<file path="src/rtl/dma_axi_w_burst.sv">
// dma_axi_w_burst: AXI4 write DMA that splits one command into boundary-safe INCR bursts
module dma_axi_w_burst #(
    parameter int ADDR_W    = 32,
    parameter int DATA_W    = 32,
    parameter int LEN_W     = 16,
    parameter int MAX_BURST = 16,
    parameter int BOUNDARY  = 4096
) (
    input  logic                clk,
    input  logic                rst,
    input  logic                cmd_valid,
    output logic                cmd_ready,
    input  logic [ADDR_W-1:0]   cmd_addr,
    input  logic [LEN_W-1:0]    cmd_len,
    input  logic                s_valid,
    output logic                s_ready,
    input  logic [DATA_W-1:0]   s_data,
    input  logic [DATA_W/8-1:0] s_strb,
    output logic                busy,
    output logic                done,
    output logic                error,
    output logic                m_axi_awid,
    output logic [ADDR_W-1:0]   m_axi_awaddr,
    output logic [7:0]          m_axi_awlen,
    output logic [2:0]          m_axi_awsize,
    output logic [1:0]          m_axi_awburst,
    output logic                m_axi_awlock,
    output logic [3:0]          m_axi_awcache,
    output logic [2:0]          m_axi_awprot,
    output logic [3:0]          m_axi_awqos,
    output logic                m_axi_awvalid,
    input  logic                m_axi_awready,
    output logic [DATA_W-1:0]   m_axi_wdata,
    output logic [DATA_W/8-1:0] m_axi_wstrb,
    output logic                m_axi_wlast,
    output logic                m_axi_wvalid,
    input  logic                m_axi_wready,
    input  logic [1:0]          m_axi_bresp,
    input  logic                m_axi_bvalid,
    output logic                m_axi_bready
);
    localparam int BYTES = DATA_W / 8;
    localparam int SZ    = $clog2(BYTES);
    localparam int XW    = (ADDR_W > LEN_W ? ADDR_W : LEN_W) + 2;

    typedef enum logic [2:0] {IDLE, CALC, ADDR, DATA, RESP, DONE} state_t;

    state_t            state_q, state_d;
    logic [ADDR_W-1:0] addr_q, addr_d;
    logic [LEN_W:0]    rem_q, rem_d, rem_nx;
    logic [8:0]        beats_q, beats_d, cnt_q, cnt_d;
    logic              cmd_ready_q, cmd_ready_d, awvalid_q, awvalid_d, bready_q, bready_d;
    logic              busy_q, busy_d, done_q, done_d, error_q, error_d;
    logic [XW-1:0]     room, lim_r;
    logic              in_data, last, beat;

    assign in_data       = state_q == DATA;
    assign cmd_ready     = cmd_ready_q;
    assign busy          = busy_q;
    assign done          = done_q;
    assign error         = error_q;
    assign m_axi_awid    = 1'b0;
    assign m_axi_awaddr  = addr_q;
    assign m_axi_awlen   = 8'(beats_q - 9'd1);
    assign m_axi_awsize  = 3'(SZ);
    assign m_axi_awburst = 2'b01;
    assign m_axi_awlock  = 1'b0;
    assign m_axi_awcache = 4'b0010;
    assign m_axi_awprot  = 3'b010;
    assign m_axi_awqos   = 4'b0000;
    assign m_axi_awvalid = awvalid_q;
    assign m_axi_bready  = bready_q;
    // W channel is a gated pass-through of the payload stream while a burst is open
    assign m_axi_wvalid  = in_data & s_valid;
    assign m_axi_wdata   = in_data ? s_data : '0;
    assign m_axi_wstrb   = in_data ? s_strb : '0;
    assign m_axi_wlast   = in_data & last;
    assign s_ready       = in_data & m_axi_wready;

    always_comb begin
        room        = (XW'(BOUNDARY) - XW'(addr_q & ADDR_W'(BOUNDARY - 1))) >> SZ;
        lim_r       = XW'(rem_q) < XW'(MAX_BURST) ? XW'(rem_q) : XW'(MAX_BURST);
        last        = cnt_q == beats_q - 9'd1;
        beat        = in_data && s_valid && m_axi_wready;
        rem_nx      = rem_q - (LEN_W + 1)'(beats_q);
        state_d     = state_q;
        addr_d      = addr_q;
        rem_d       = rem_q;
        beats_d     = beats_q;
        cnt_d       = cnt_q;
        cmd_ready_d = cmd_ready_q;
        awvalid_d   = awvalid_q;
        bready_d    = bready_q;
        busy_d      = busy_q;
        done_d      = 1'b0;
        error_d     = error_q;
        case (state_q)
            IDLE: if (cmd_valid) begin
                addr_d      = cmd_addr & ~ADDR_W'(BYTES - 1);
                rem_d       = {1'b0, cmd_len};
                error_d     = 1'b0;
                busy_d      = 1'b1;
                cmd_ready_d = 1'b0;
                done_d      = cmd_len == '0;
                state_d     = cmd_len == '0 ? DONE : CALC;
            end
            CALC: begin
                beats_d   = room < lim_r ? 9'(room) : 9'(lim_r);
                awvalid_d = 1'b1;
                state_d   = ADDR;
            end
            ADDR: if (m_axi_awready) begin
                awvalid_d = 1'b0;
                cnt_d     = '0;
                state_d   = DATA;
            end
            DATA: if (beat) begin
                cnt_d    = cnt_q + 9'd1;
                bready_d = last;
                state_d  = last ? RESP : DATA;
            end
            RESP: if (m_axi_bvalid) begin
                bready_d = 1'b0;
                error_d  = error_q | (m_axi_bresp != 2'b00);
                addr_d   = addr_q + (ADDR_W'(beats_q) << SZ);
                rem_d    = rem_nx;
                done_d   = rem_nx == '0;
                state_d  = rem_nx == '0 ? DONE : CALC;
            end
            DONE: begin
                busy_d      = 1'b0;
                cmd_ready_d = 1'b1;
                state_d     = IDLE;
            end
            default: state_d = IDLE;
        endcase
    end

    always_ff @(posedge clk) begin
        if (rst) begin
            state_q     <= IDLE;
            addr_q      <= '0;
            rem_q       <= '0;
            beats_q     <= '0;
            cnt_q       <= '0;
            cmd_ready_q <= 1'b1;
            awvalid_q   <= 1'b0;
            bready_q    <= 1'b0;
            busy_q      <= 1'b0;
            done_q      <= 1'b0;
            error_q     <= 1'b0;
        end else begin
            state_q     <= state_d;
            addr_q      <= addr_d;
            rem_q       <= rem_d;
            beats_q     <= beats_d;
            cnt_q       <= cnt_d;
            cmd_ready_q <= cmd_ready_d;
            awvalid_q   <= awvalid_d;
            bready_q    <= bready_d;
            busy_q      <= busy_d;
            done_q      <= done_d;
            error_q     <= error_d;
        end
    end
endmodule

</file>
<file path="config.mk">
export PLATFORM = sky130hd
export DESIGN_NAME = dma_axi_w_burst
export DESIGN_NICKNAME = d
export VERILOG_FILES = /design/src/rtl/dma_axi_w_burst.sv
export SDC_FILE = /design/constraint.sdc
export NUM_CORES = 1
export LEC_CHECK = 0
export CAP_MARGIN = 10
export CORE_ASPECT_RATIO = 1.75
export CORE_MARGIN = 2
export CORE_UTILIZATION = 40
export DETAILED_ROUTE_END_ITERATION = 8
export PLACE_DENSITY = 0.78
export SYNTH_ARGS = -nofsm -noshare
export SYNTH_HDL_FRONTEND = slang
export SYNTH_SLANG_ARGS = --single-unit
</file>
<file path="constraint.sdc">
create_clock -name clk -period 8.05 [get_ports clk]
set_input_delay 1.61 -clock clk [delete_from_list [all_inputs] [get_ports clk]]
set_output_delay 1.61 -clock clk [all_outputs]
set_load 0.01 [all_outputs]
</file>
==> flow_summary.ini <==
[yosys]
syn_area_sq_mm = 0.00582
synthSimpleGateAreaFrac_pct = 29.8
synth_compound_area_share_pct = 23.1
synth-seq-cells = 74
synth-edff-count = 0
synth_top_family_by_area = simple AND/OR/NAND/NOR gates
synth_warnings = 0
syn_inst = 791
synth-xor-area-share_pct = 6.33
synth_ff_type = dfxtp_1
postSynthAreaPerCell_sq_um = 7.35
async_flop_share_pct = 0
synth-adder-area-share_pct = 7.57
synth_seq_area_share_pct = 25.5
synth_mux_area_share_pct = 0.538
ys_types = 69

[timing]
setup_viol = 0
rsz0062_at_grt = false
finalCritPeriodShare_pct = 59.1
fin_skew_ps = 8.69
clock.fmax_mhz = 210
hold_viol_final = 0
slew_violations = 0
worst_pin_slew_ps = 1200
max_slew_margin_pct = 20.1
fin_crit_ps = 4760
tns_ps = 0

[placed_design]
dp_cells = 1111
port_buffers = 173
routabilityCongestion = 0.960
hpwl_microns = 14800

[clock_tree]
cts_resized = 0
clock_sinks = 74
clkTransAtPathRegs_ps = 60
cts_setup_buffers = 0
cts_max_level = 3
hold_buffers = 0
cts_tree = yes
clk_latency_ps = 350
cts_root_buffer = clkbuf_16
cts_buffers = 9
clockBufferDepth = 2

[detailed_routing]
vias_per_cell = 5.84
drtIter0Drc = 434
finalWirelength_microns = 20100
drc = 0
vias = 6580
first_pass_iters = 5
wl_per_cell_microns = 17.9
ant_nets = 0

[critical_path]
cp_max_fo = 6
crit_path_end_kind = output pin
crit_type = register to output pin
reg2reg_depth = 11
worstPathArrival_ps = 3150
start_kind = register
critical_path_required_ps = 6440

[cells_and_area]
final_common_cell = clkdlybuf4s50_1
stdcell_count = 1127
final_cell_mix = clkdlybuf4s50_1 (172), nor2_1 (94), nand2_1 (82)
drive_gt1_share_pct = 4.86
syn2layout_area_growth_pct = 35.7
n_antenna_cell = 0
layout.nets = 1069

[die]
initial_core_util_pct = 40.7
die_y_microns = 164
ioPinCount = 196
die_area_sq_mm = 0.0156
core_sq_mm = 0.0143
die_w_microns = 95.2
std_cell_rows = 58

[grt]
grtUsageMet3_pct = 4.75
grt_pass1_vias = 6210
grt_max_degree = 69
gr-max-usage-layer = met2
grt_pass1_wl_microns = 31500
gr-total-overflow = 0
antenna_found_initial = 0
grt_use_total_pct = 25.5
met1_usage_pct = 31.6
use_met2_pct = 42.9

[outcome]
outcome = complete, no violations

[pwr]
vdd_drop_max_v = 0.000131
p_leak_nw = 3.10
p_per_area_mw_per_mm2 = 206

[worst_hold_path]
hold-path-cell-count = 2
hp-class = register to register

[run]
cap_violations = 0
## cell usage after synthesis (11+ instances only)
master	instances	area share, %
a211oi_1	17	2.2
a21oi_1	58	5.0
a22oi_1	11	1.4
a31oi_1	11	1.2
and3_1	46	4.9
buf_4	20	2.6
clkbuf_1	37	2.4
dfxtp_1	74	25
ha_1	32	6.9
inv_1	20	1.3
nand2_1	82	5.3
nand3_1	18	1.5
nor2_1	96	6.2
nor3_1	29	2.5
nor4_1	13	1.4
o21ai_0	34	2.9
xnor2_1	26	3.9
xor2_1	16	2.4
## cell families after synthesis
kind of cell / after synthesis
simple gates: 349
flops: 74
mux: 3
xor+xnor: 42
compound gates: 203
fa+ha+maj: 34
other cells: 2
buf+inv: 84
## final cells by class
cell class,instances,area [sq um]
multi-input combinational,657,4030
sequential,74,1480
inverter,20,75.1
clock inverter,7,78.8
timing repair buffer,180,1780
tap,180,225
clock buffer,9,225
fill,1325,6400
## final timing paths
path,from,endpoint,slack [ps]
hold reg to reg,rem_q[5],rem_q[5],470
setup / recovery,beats_q[2],m_axi_wlast,3290
hold / removal,rem_q[5],rem_q[5],470
setup reg to reg,beats_q[0],m_axi_awaddr[26],4590
## metrics by stage
stage / hold slack [ps] / util, % / instance area (sq um) / power (mW) / setup slack (ps)
floorplan: 449 / - / 5910 / 0.952 / 4550
global placement: 466 / 53.1 / 7590 / 1.19 / 3550
detailed placement: 474 / 53.1 / 7590 / 1.20 / 3540
CTS: 480 / 55.2 / 7890 / 1.62 / 3300
global route: 496 / 55.2 / 7890 / 1.73 / 2970
finish: 474 / 55.2 / 7890 / 1.63 / 3290
## power breakdown
group / internal (mW) / leakage (nW) / switching, mW
Clock: 0.243 / 0.150 / 0.174
Sequential: 0.405 / 0.607 / 0.0593
Combinational: 0.340 / 2.35 / 0.407
## critical path: stages (launching register included)
cell,delay [ps]
dfxtp_1,390
nor4_1,380
nand3_1,210
nor2_1,380
nor2_1,110
a2111oi_0,380
nand4_1,210
nor2_1,150
clkdlybuf4s50_1,590
## per-layer routing
metal | up-vias | wire, microns
met4 | 0 | 635
met5 | - | 0
li1 | 3138 | -
met3 | 44 | 1530
met1 | 3090 | 8000
met2 | 308 | 9990
## sequential cells by signal (all words and copies together), names as in the netlist, 3 cells and up
register,flops
cnt_q,9
state_q,3
m_axi_awaddr,30
beats_q,9
rem_q,17
(Power assumes the default switching activity.)
